`src/rtl/uart_tx_arbiter.sv`:
```
// Round-robin arbiter feeding three byte requesters into one shared UART sender.
// Define UART_TX_ARB_TIMEOUT_EN to abort a stuck frame after TIMEOUT cycles (sticky err).
module uart_tx_arbiter #(
  parameter logic [19:0] TIMEOUT = 20'd500000,
  parameter int          DW      = 8
) (
  input  logic            CLK,
  input  logic            RST_N,
  input  logic [2:0]      req,
  input  logic [3*DW-1:0] req_data,
  output logic [2:0]      ack,
  output logic            tx_start,
  output logic [DW-1:0]   tx_data,
  input  logic            tx_busy,
  output logic [1:0]      grant_id,
  output logic            err,
  output logic [1:0]      dbg_state
);

  // Handshake: req[i] is a level held until ack[i] pulses for one cycle; that pulse
  // marks the byte as latched, and the requester may drop or re-raise req afterwards.
  typedef enum logic [1:0] {
    IDLE      = 2'd0,
    START     = 2'd1,
    WAIT_BUSY = 2'd2,
    WAIT_DONE = 2'd3
  } state_t;

  if (TIMEOUT == 20'd0) begin : g_bad_timeout
    $error("uart_tx_arbiter: TIMEOUT must be nonzero");
  end

  state_t          state_q;
  logic [2:0]      ack_q;
  logic            tx_start_q;
  logic [DW-1:0]   tx_data_q;
  logic [1:0]      grant_q;
  logic            err_q;

  logic [1:0]      rr_base;
  logic            win_valid;
  logic [1:0]      win_idx;
  logic [DW-1:0]   win_data;

  function automatic logic [1:0] rr_add(input logic [1:0] b, input logic [1:0] k);
    logic [2:0] s;
    s = {1'b0, b} + {1'b0, k};
    if (s >= 3'd3) s = s - 3'd3;
    return s[1:0];
  endfunction

  assign rr_base = (grant_q == 2'd2) ? 2'd0 : grant_q + 2'd1;

  // Scan from farthest to nearest so the requester closest to rr_base wins.
  always_comb begin
    logic [1:0] cand;
    win_valid = 1'b0;
    win_idx   = 2'd0;
    cand      = 2'd0;
    for (int k = 2; k >= 0; k--) begin
      cand = rr_add(rr_base, 2'(k));
      if (req[cand]) begin
        win_valid = 1'b1;
        win_idx   = cand;
      end
    end
  end

  assign win_data = req_data[32'(win_idx)*DW +: DW];

`ifdef UART_TX_ARB_TIMEOUT_EN
  logic [19:0] tmo_cnt_q;
  logic        tmo_hit;
  assign tmo_hit = (tmo_cnt_q == TIMEOUT - 20'd1);
`else
  logic        tmo_hit;
  assign tmo_hit = 1'b0;
`endif

  always_ff @(posedge CLK) begin
    if (!RST_N) begin
      state_q    <= IDLE;
      ack_q      <= '0;
      tx_start_q <= 1'b0;
      tx_data_q  <= '0;
      grant_q    <= 2'd2;
      err_q      <= 1'b0;
`ifdef UART_TX_ARB_TIMEOUT_EN
      tmo_cnt_q  <= '0;
`endif
    end else begin
      ack_q      <= '0;
      tx_start_q <= 1'b0;
`ifdef UART_TX_ARB_TIMEOUT_EN
      tmo_cnt_q  <= '0;
`endif
      case (state_q)
        IDLE: begin
          if (win_valid) begin
            ack_q     <= 3'b001 << win_idx;
            tx_data_q <= win_data;
            grant_q   <= win_idx;
            state_q   <= START;
          end
        end
        START: begin
          tx_start_q <= 1'b1;
          state_q    <= WAIT_BUSY;
        end
        WAIT_BUSY: begin
          if (tx_busy) begin
            state_q <= WAIT_DONE;
          end else if (tmo_hit) begin
            state_q <= IDLE;
            err_q   <= 1'b1;
          end else begin
`ifdef UART_TX_ARB_TIMEOUT_EN
            tmo_cnt_q <= tmo_cnt_q + 20'd1;
`endif
          end
        end
        WAIT_DONE: begin
          if (!tx_busy) begin
            state_q <= IDLE;
          end else if (tmo_hit) begin
            state_q <= IDLE;
            err_q   <= 1'b1;
          end else begin
`ifdef UART_TX_ARB_TIMEOUT_EN
            tmo_cnt_q <= tmo_cnt_q + 20'd1;
`endif
          end
        end
        default: state_q <= IDLE;
      endcase
    end
  end

  assign ack       = ack_q;
  assign tx_start  = tx_start_q;
  assign tx_data   = tx_data_q;
  assign grant_id  = grant_q;
  assign err       = err_q;
  assign dbg_state = state_q;

endmodule

```
`config.mk`:
```
export PLATFORM = sky130hd
export DESIGN_NAME = uart_tx_arbiter
export DESIGN_NICKNAME = d
export VERILOG_FILES = /design/src/rtl/uart_tx_arbiter.sv
export SDC_FILE = /design/constraint.sdc
export NUM_CORES = 1
export LEC_CHECK = 0
export CORE_MARGIN = 2
export CORE_UTILIZATION = 31
export DETAILED_ROUTE_END_ITERATION = 8
export PLACE_DENSITY = 0.67
export SKIP_LAST_GASP = 1
export SYNTH_ARGS = -nofsm -noshare
export SYNTH_HDL_FRONTEND = slang
export SYNTH_SLANG_ARGS = --single-unit
```
`constraint.sdc`:
```
create_clock -name CLK -period 2 [get_ports CLK]
set_clock_uncertainty 0.05 [all_clocks]
set_input_delay 0.4 -clock CLK [delete_from_list [all_inputs] [get_ports CLK]]
set_output_delay 0.4 -clock CLK [all_outputs]
set_load 0.01 [all_outputs]
```
==> summary.md, run 1 <==
| Metric | Value |
|---|---|
| Count of boundary I/O pins | `47` |
| Area after detailed placement | `1330 um^2` |
| Vias after detailed routing | `790` |
| Leading post-synthesis cells by cell area | `sky130_fd_sc_hd__dfxtp_1 (39%), sky130_fd_sc_hd__mux2i_1 (11%), sky130_fd_sc_hd__ha_1 (7.6%), sky130_fd_sc_hd__o221ai_1 (7.5%), sky130_fd_sc_hd__inv_1 (6.4%)` |
| Die W | `55.4 um` |
| Per-cell via count in the routed design | `4.67` |
| Fraction of final layout cells sized beyond drive strength 1 | `9.35%` |
| Antenna viol nets, final | `0` |
| Total detailed-routing wirelength | `2040 um` |
| Most frequent cells after synthesis | `sky130_fd_sc_hd__dfxtp_1 (16), sky130_fd_sc_hd__inv_1 (14), sky130_fd_sc_hd__mux2i_1 (9), sky130_fd_sc_hd__nand2_1 (9), sky130_fd_sc_hd__o221ai_1 (7)` |
| Setup repair after global routing missed its margin | `false` |
| Worst IR Drop VDD | `0.000812 V` |
| Total number of placement rows | `18` |
| Total iterations of the first detailed-routing run | `4` |
| Clock tree sinks | `16` |
| Count of different cell masters after synthesis | `27` |
| Maximum level of the CTS H-tree | `1` |
| Cts repair resizes | `0` |
| Multiplexer fraction of the synthesized cell area | `11.0%` |
| Area share of the leading cell type in the synthesized netlist | `39.1%` |
| Post-synth EDFFs | `0` |
| Power Dens Cells | `1110 nW/um^2` |
| Relative contribution of the clock network to total power | `13.6%` |
| Warnings, synthesis | `0` |
| Final nets | `175` |
| Sw Ratio | `34.1%` |
| Overall routing resource usage | `14.7%` |
| Top_reg_cell synth | `sky130_fd_sc_hd__dfxtp_1` |
| Clock slew seen by the registers of the worst setup and hold paths | `0.09 ns` |
| Post-CTS Setup Inserts | `0` |
| Post-synthesis register bit count | `16` |
| Portion of total power attributed to combinational logic | `52.8%` |
| Net load switching power | `517 uW` |
| Number of global-route vias before repair | `809` |
| TritonCTS clock tree | `yes` |
| Max Transition Viols Final | `0` |
| First-pass GRT wire length | `3710 um` |
| Fraction of synthesized cell area in xor and xnor cells | `0%` |
| Worst hold slack after final layout | `0.420 ns` |
| Total nets after synthesis | `123` |
| Clock root buffer | `sky130_fd_sc_hd__clkbuf_4` |
| Category of the critical setup timing path | `in -> reg` |
| Dominant combinational cell family by area after synthesis | `compound AO/OA/AOI/OAI gates` |
| Core Footprint | `2500 um^2` |
| Fraction of the cycle the final worst path needs | `86.4%` |
| Combined area of all synthesized cells | `820 um^2` |
| Detailed placer's ending HPWL | `1720 um` |
| Antenna violations before repair | `0` |
| Hold-fix buffer count after cts | `0` |
| Simple-gate area share of the yosys netlist | `13.6%` |
| Fraction of registers with async set or reset after synthesis | `0%` |
| Routability congestion estimate | `0.704` |
| Data arrival, critical path | `1.89 ns` |
| Critical Path Sink Type | `flip-flop` |
| Setup violation total in the final timing report | `0` |
| Number of buffers added by the clock tree synthesis step | `3` |
| Post-synthesis area per instance | `9.31 um^2` |
| Data required time of the worst path | `2.16 ns` |
| Adder-Cell Fraction of Synth Area | `7.63%` |
| Vertical die dimension | `55.4 um` |
| Drt initial violations | `6` |
| Critical path fanouts, max | `9` |
| Port Buf Inserts | `45` |
| Top-count cell post-synth | `sky130_fd_sc_hd__dfxtp_1` |
| Final Cell Area | `1370 um^2` |
| Share of total power in sequential cells | `33.6%` |
| Compound-cell area share of the yosys netlist | `18.0%` |
| Maximum number of pins on one net before global-route repair | `12` |
| Leakage component of the power | `0.000615 uW` |
| Portion of the post-synthesis area used by sequential elements | `39.1%` |
| CP startpoint kind | `input pin` |
| Starting density of the core | `32.8%` |
| Synthesis-to-finish area growth | `67.2%` |
| Shortest clock period the worst path allows after layout | `1.73 ns` |
| Outcome | `finished, final reports clean` |
| Routed WL per cell | `12.1 um` |
| Number of endpoints with negative hold slack in the final report | `0` |
| Cell internal pwr | `1000 uW` |
| Die Outline Area | `3070 um^2` |
| Number of remaining DRC errors | `0` |
| Library cell with the largest summed area after synthesis | `sky130_fd_sc_hd__dfxtp_1` |
| Fmax | `579 MHz` |
| Residual overflow from global routing | `0` |
| Max Buffers Root-to-Sink | `2` |
| Fillcell total | `246` |
| Gate count after technology mapping | `88` |
| # diodes | `0` |
| Clock latency on the worst-skew pair | `0.28 ns` |
| Path type of the worst min-delay path | `reg -> reg` |
| Count of maximum capacitance violations | `0` |
[power by group through the flow]
stage | Clock (uW) | Sequential [uW] | Combinational [uW]
CTS | 216 | 511 | 815
detailed placement | 0 | 519 | 811
finish | 206 | 510 | 801
floorplan | 0 | 560 | 367
global route | 235 | 527 | 885
global placement | 0 | 514 | 793
[worst paths after layout]
| check | start | endpoint | slack, ns | cells past startpoint |
|---|---|---|---|---|
| hold reg to reg | tx_data[7] | tx_data[7] | 0.42 | 2 |
| hold / removal | tx_data[7] | tx_data[7] | 0.42 | 2 |
| setup reg to reg | dbg_state[0] | tx_data[0] | 0.37 | 6 |
| setup / recovery | req[1] | tx_data[1] | 0.27 | 6 |
[logic make-up (layout without fill, tap and decap cells)]
| logic type | count (synthesis) | count (layout) |
|---|---|---|
| muxes | 9 | 9 |
| DFF | 16 | 16 |
| adders and majority gates | 5 | 5 |
| other | 1 | 1 |
| buffers and inverters | 18 | 69 |
| AOI/OAI and AO/OA | 16 | 16 |
| and+or+nand+nor | 23 | 23 |
[worst max-delay path, cell delays in order]
cell and delay (ns):
sky130_fd_sc_hd__clkdlybuf4s50_1 0.47, sky130_fd_sc_hd__buf_4 0.17, sky130_fd_sc_hd__o31ai_2 0.29, sky130_fd_sc_hd__and2_1 0.37
sky130_fd_sc_hd__nand2_1 0.12, sky130_fd_sc_hd__o221ai_2 0.07
[layer usage]
layer  global-route usage, %  vias up  wire length, um
met5                       0        -                0
met4                    4.18        0               20
met3                    3.28        2               89
met2                    27.6       21             1080
met1                    16.3      364              850
li1                        -      403                -
[registers in the layout, indices dropped and copies added, names as in the netlist]
register and cells:
tx_data 8, dbg_state 2, ack 3, tx_start 1, grant_id 2
[cell usage in the layout (no fill, tap or decap)]
cell                              count
sky130_fd_sc_hd__a211o_1              1
sky130_fd_sc_hd__a211oi_1             1
sky130_fd_sc_hd__a21boi_1             1
sky130_fd_sc_hd__a221oi_2             1
sky130_fd_sc_hd__a31oi_1              1
sky130_fd_sc_hd__and2_1               2
sky130_fd_sc_hd__and2b_1              1
sky130_fd_sc_hd__buf_12               1
sky130_fd_sc_hd__buf_4                5
sky130_fd_sc_hd__clkbuf_4             3
sky130_fd_sc_hd__clkbuf_8             1
sky130_fd_sc_hd__clkdlybuf4s50_1     45
sky130_fd_sc_hd__conb_1               1
sky130_fd_sc_hd__dfxtp_1             16
sky130_fd_sc_hd__ha_1                 5
sky130_fd_sc_hd__inv_1               14
sky130_fd_sc_hd__mux2i_1              9
sky130_fd_sc_hd__nand2_1              9
sky130_fd_sc_hd__nand2b_1             1
sky130_fd_sc_hd__nand4_1              1
sky130_fd_sc_hd__nor2_1               4
sky130_fd_sc_hd__nor2b_1              2
sky130_fd_sc_hd__nor3_1               2
sky130_fd_sc_hd__nor3b_1              1
sky130_fd_sc_hd__o21a_1               1
sky130_fd_sc_hd__o221ai_1             7
sky130_fd_sc_hd__o221ai_2             1
sky130_fd_sc_hd__o22ai_1              1
sky130_fd_sc_hd__o31ai_2              1
[metrics by stage]
step | worst slack, ns | std cells | setup TNS, ns | utilization (%) | total power, uW
2_1_floorplan | 0.495 | 88 | 0 | - | 927
3_3_place_gp | 0.0314 | 165 | 0 | 53.4 | 1310
3_5_place_dp | -0.0195 | 165 | -0.0378 | 53.4 | 1330
4_1_cts | 0.262 | 169 | 0 | 54.8 | 1540
5_1_grt | 0.135 | 169 | 0 | 54.8 | 1650
6_report | 0.272 | 169 | 0 | 54.8 | 1520
[cell type report]
class	count	area (um^2)	share of cell area [%]
inverters	14	52.6	3.84
well taps	30	37.5	2.74
multi-input cells	54	415	30.3
flip-flops and latches	16	320	23.4
clock buffers	4	36.3	2.65
repair buffers	51	508	37.1
(Power assumes the default switching activity.)
==> run 2, diff against run 1 <==
--- a/config.mk
+++ b/config.mk
@@ -8,6 +8,7 @@
 export CORE_MARGIN = 2
 export CORE_UTILIZATION = 31
 export DETAILED_ROUTE_END_ITERATION = 8
+export MAX_ROUTING_LAYER = met4
 export PLACE_DENSITY = 0.67
 export SKIP_LAST_GASP = 1
 export SYNTH_ARGS = -nofsm -noshare
==> summary.md, run 2 (synthesis gave the netlist of run 1 again) <==
| Metric | Value |
|---|---|
| Fraction of final layout cells sized beyond drive strength 1 | `9.35%` |
| Maximum level of the CTS H-tree | `1` |
| TritonCTS clock tree | `yes` |
| Vias after detailed routing | `790` |
| Residual overflow from global routing | `0` |
| Number of buffers added by the clock tree synthesis step | `3` |
| Antenna violations before repair | `0` |
| Min-Delay Path Depth | `2` |
| Number of remaining DRC errors | `0` |
| Critical path fanouts, max | `9` |
| Outcome | `finished, final reports clean` |
| Fraction of the cycle the final worst path needs | `86.4%` |
| Largest incremental delay on the critical path | `0.47 ns` |
| Port Buf Inserts | `45` |
| Worst slack at placement | `-0.0195 ns` |
| Overall routing resource usage | `15.1%` |
| Number of endpoints with negative hold slack in the final report | `0` |
| Highest signal layer in the routed design | `met4` |
| Category of the critical setup timing path | `in -> reg` |
| Most common cell after layout, fill and taps aside | `sky130_fd_sc_hd__clkdlybuf4s50_1` |
| Critical path, cell by cell | `clkdlybuf4s50_1, buf_4, o31ai_2, and2_1, nand2_1, o221ai_2` |
| Core Footprint | `2500 um^2` |
| DRT met1 WL | `870 um` |
| Max Buffers Root-to-Sink | `2` |
| CP startpoint kind | `input pin` |
| Data required time of the worst path | `2.16 ns` |
| Setup repair after global routing missed its margin | `false` |
| Synthesis-to-finish area growth | `67.2%` |
| # diodes | `0` |
| Clock latency on the worst-skew pair | `0.28 ns` |
| Cts repair resizes | `0` |
| Routed WL per cell | `12.1 um` |
| Detailed placer's ending HPWL | `1720 um` |
| Clock tree sinks | `16` |
| Final nets | `175` |
| Fillcell total | `246` |
| Critical path buffers and inverters | `2` |
| Drt initial violations | `7` |
| Detailed-routed wire length on met3 | `69 um` |
| Maximum number of pins on one net before global-route repair | `12` |
| Count of maximum capacitance violations | `0` |
| Die W | `55.4 um` |
| Post-CTS Setup Inserts | `0` |
| Vertical die dimension | `55.4 um` |
| Routability congestion estimate | `0.712` |
| Clock slew seen by the registers of the worst setup and hold paths | `0.09 ns` |
| Minimum setup slack in the final design | `0.271 ns` |
| Cell Count Post-Placement | `165` |
| Non-filler instance count after layout | `169` |
| Total iterations of the first detailed-routing run | `4` |
| Worst hold slack after final layout | `0.420 ns` |
| Die Outline Area | `3070 um^2` |
| Clock root buffer | `sky130_fd_sc_hd__clkbuf_4` |
| Count of boundary I/O pins | `47` |
| First-pass GRT wire length | `3710 um` |
| Most frequent cells in the layout | `sky130_fd_sc_hd__clkdlybuf4s50_1 (45), sky130_fd_sc_hd__dfxtp_1 (16), sky130_fd_sc_hd__inv_1 (14)` |
| Starting density of the core | `32.8%` |
| Hold-fix buffer count after cts | `0` |
| Total detailed-routing wirelength | `2040 um` |
| FF-to-FF path depth | `6` |
| Per-cell via count in the routed design | `4.67` |
| Power Dens Cells | `1110 nW/um^2` |
| Met2 WL | `1080 um` |
| Number of global-route vias before repair | `808` |
| Flip-flop count of the largest register after layout | `8` |
| Cell class contributing the biggest share of worst-path delay | `buffers and inverters` |
| Fmax | `578 MHz` |
| Total number of placement rows | `18` |
| Setup violation total in the final timing report | `0` |
| Shortest clock period the worst path allows after layout | `1.73 ns` |
| Cell with the biggest individual delay on the critical path | `sky130_fd_sc_hd__clkdlybuf4s50_1` |
| Number of cells on the critical path | `6` |
| Path type of the worst min-delay path | `reg -> reg` |
| Antenna viol nets, final | `0` |
| Critical Path Sink Type | `flip-flop` |
| Worst IR Drop VDD | `0.000812 V` |
| Data arrival, critical path | `1.89 ns` |
| Leakage component of the power | `0.000615 uW` |
| Max Transition Viols Final | `0` |
| Power after layout | `1520 uW` |
-- run 2: cell counts in the layout (fill, tap and decap cells not counted) --
No cell type changed its count.
-- run 2: cell type report --
| cell class | instances | area, um^2 | area share, % |
|---|---|---|---|
| Clock buffer | 4 | 36.3 | 2.65 |
| Timing Repair Buffer | 51 | 508 | 37.1 |
| Multi-Input combinational cell | 54 | 415 | 30.3 |
| Sequential cell | 16 | 320 | 23.4 |
| Tap cell | 30 | 37.5 | 2.74 |
| Inverter | 14 | 52.6 | 3.84 |
-- run 2: through the flow --
step	area [um^2]	util (%)	TNS [ns]
2_1_floorplan	820	-	0
3_3_place_gp	1330	53.4	0
3_5_place_dp	1330	53.4	-0.0378
4_1_cts	1370	54.8	0
5_1_grt	1370	54.8	0
6_report	1370	54.8	0
-- run 2: power breakdown --
group          total (uW)  switching [uW]  internal (uW)
Sequential            510            78.5            432
Clock                 206            95.2            111
Combinational         801             343            458
Total                1520             517           1000
-- run 2: worst paths after layout --
kind,start,endpoint,slack [ns]
max,req[1],tx_data[1],0.27
min,tx_data[7],tx_data[7],0.42
max reg2reg,dbg_state[0],tx_data[0],0.37
min reg2reg,tx_data[7],tx_data[7],0.42
-- run 2: layer usage --
metal | global-route usage (%) | vias up
li1 | - | 403
met1 | 16.7 | 365
met2 | 27.6 | 20
met3 | 2.58 | 2
met4 | 4.18 | 0
met5 | - | -
-- run 2: worst reg2reg max path, stage by stage (launching register included) --
cell and delay [ns]:
sky130_fd_sc_hd__dfxtp_1 0.37, sky130_fd_sc_hd__inv_1 0.12, sky130_fd_sc_hd__ha_1 0.26, sky130_fd_sc_hd__o31ai_2 0.13, sky130_fd_sc_hd__a211o_1 0.32, sky130_fd_sc_hd__buf_12 0.15, sky130_fd_sc_hd__o221ai_1 0.16
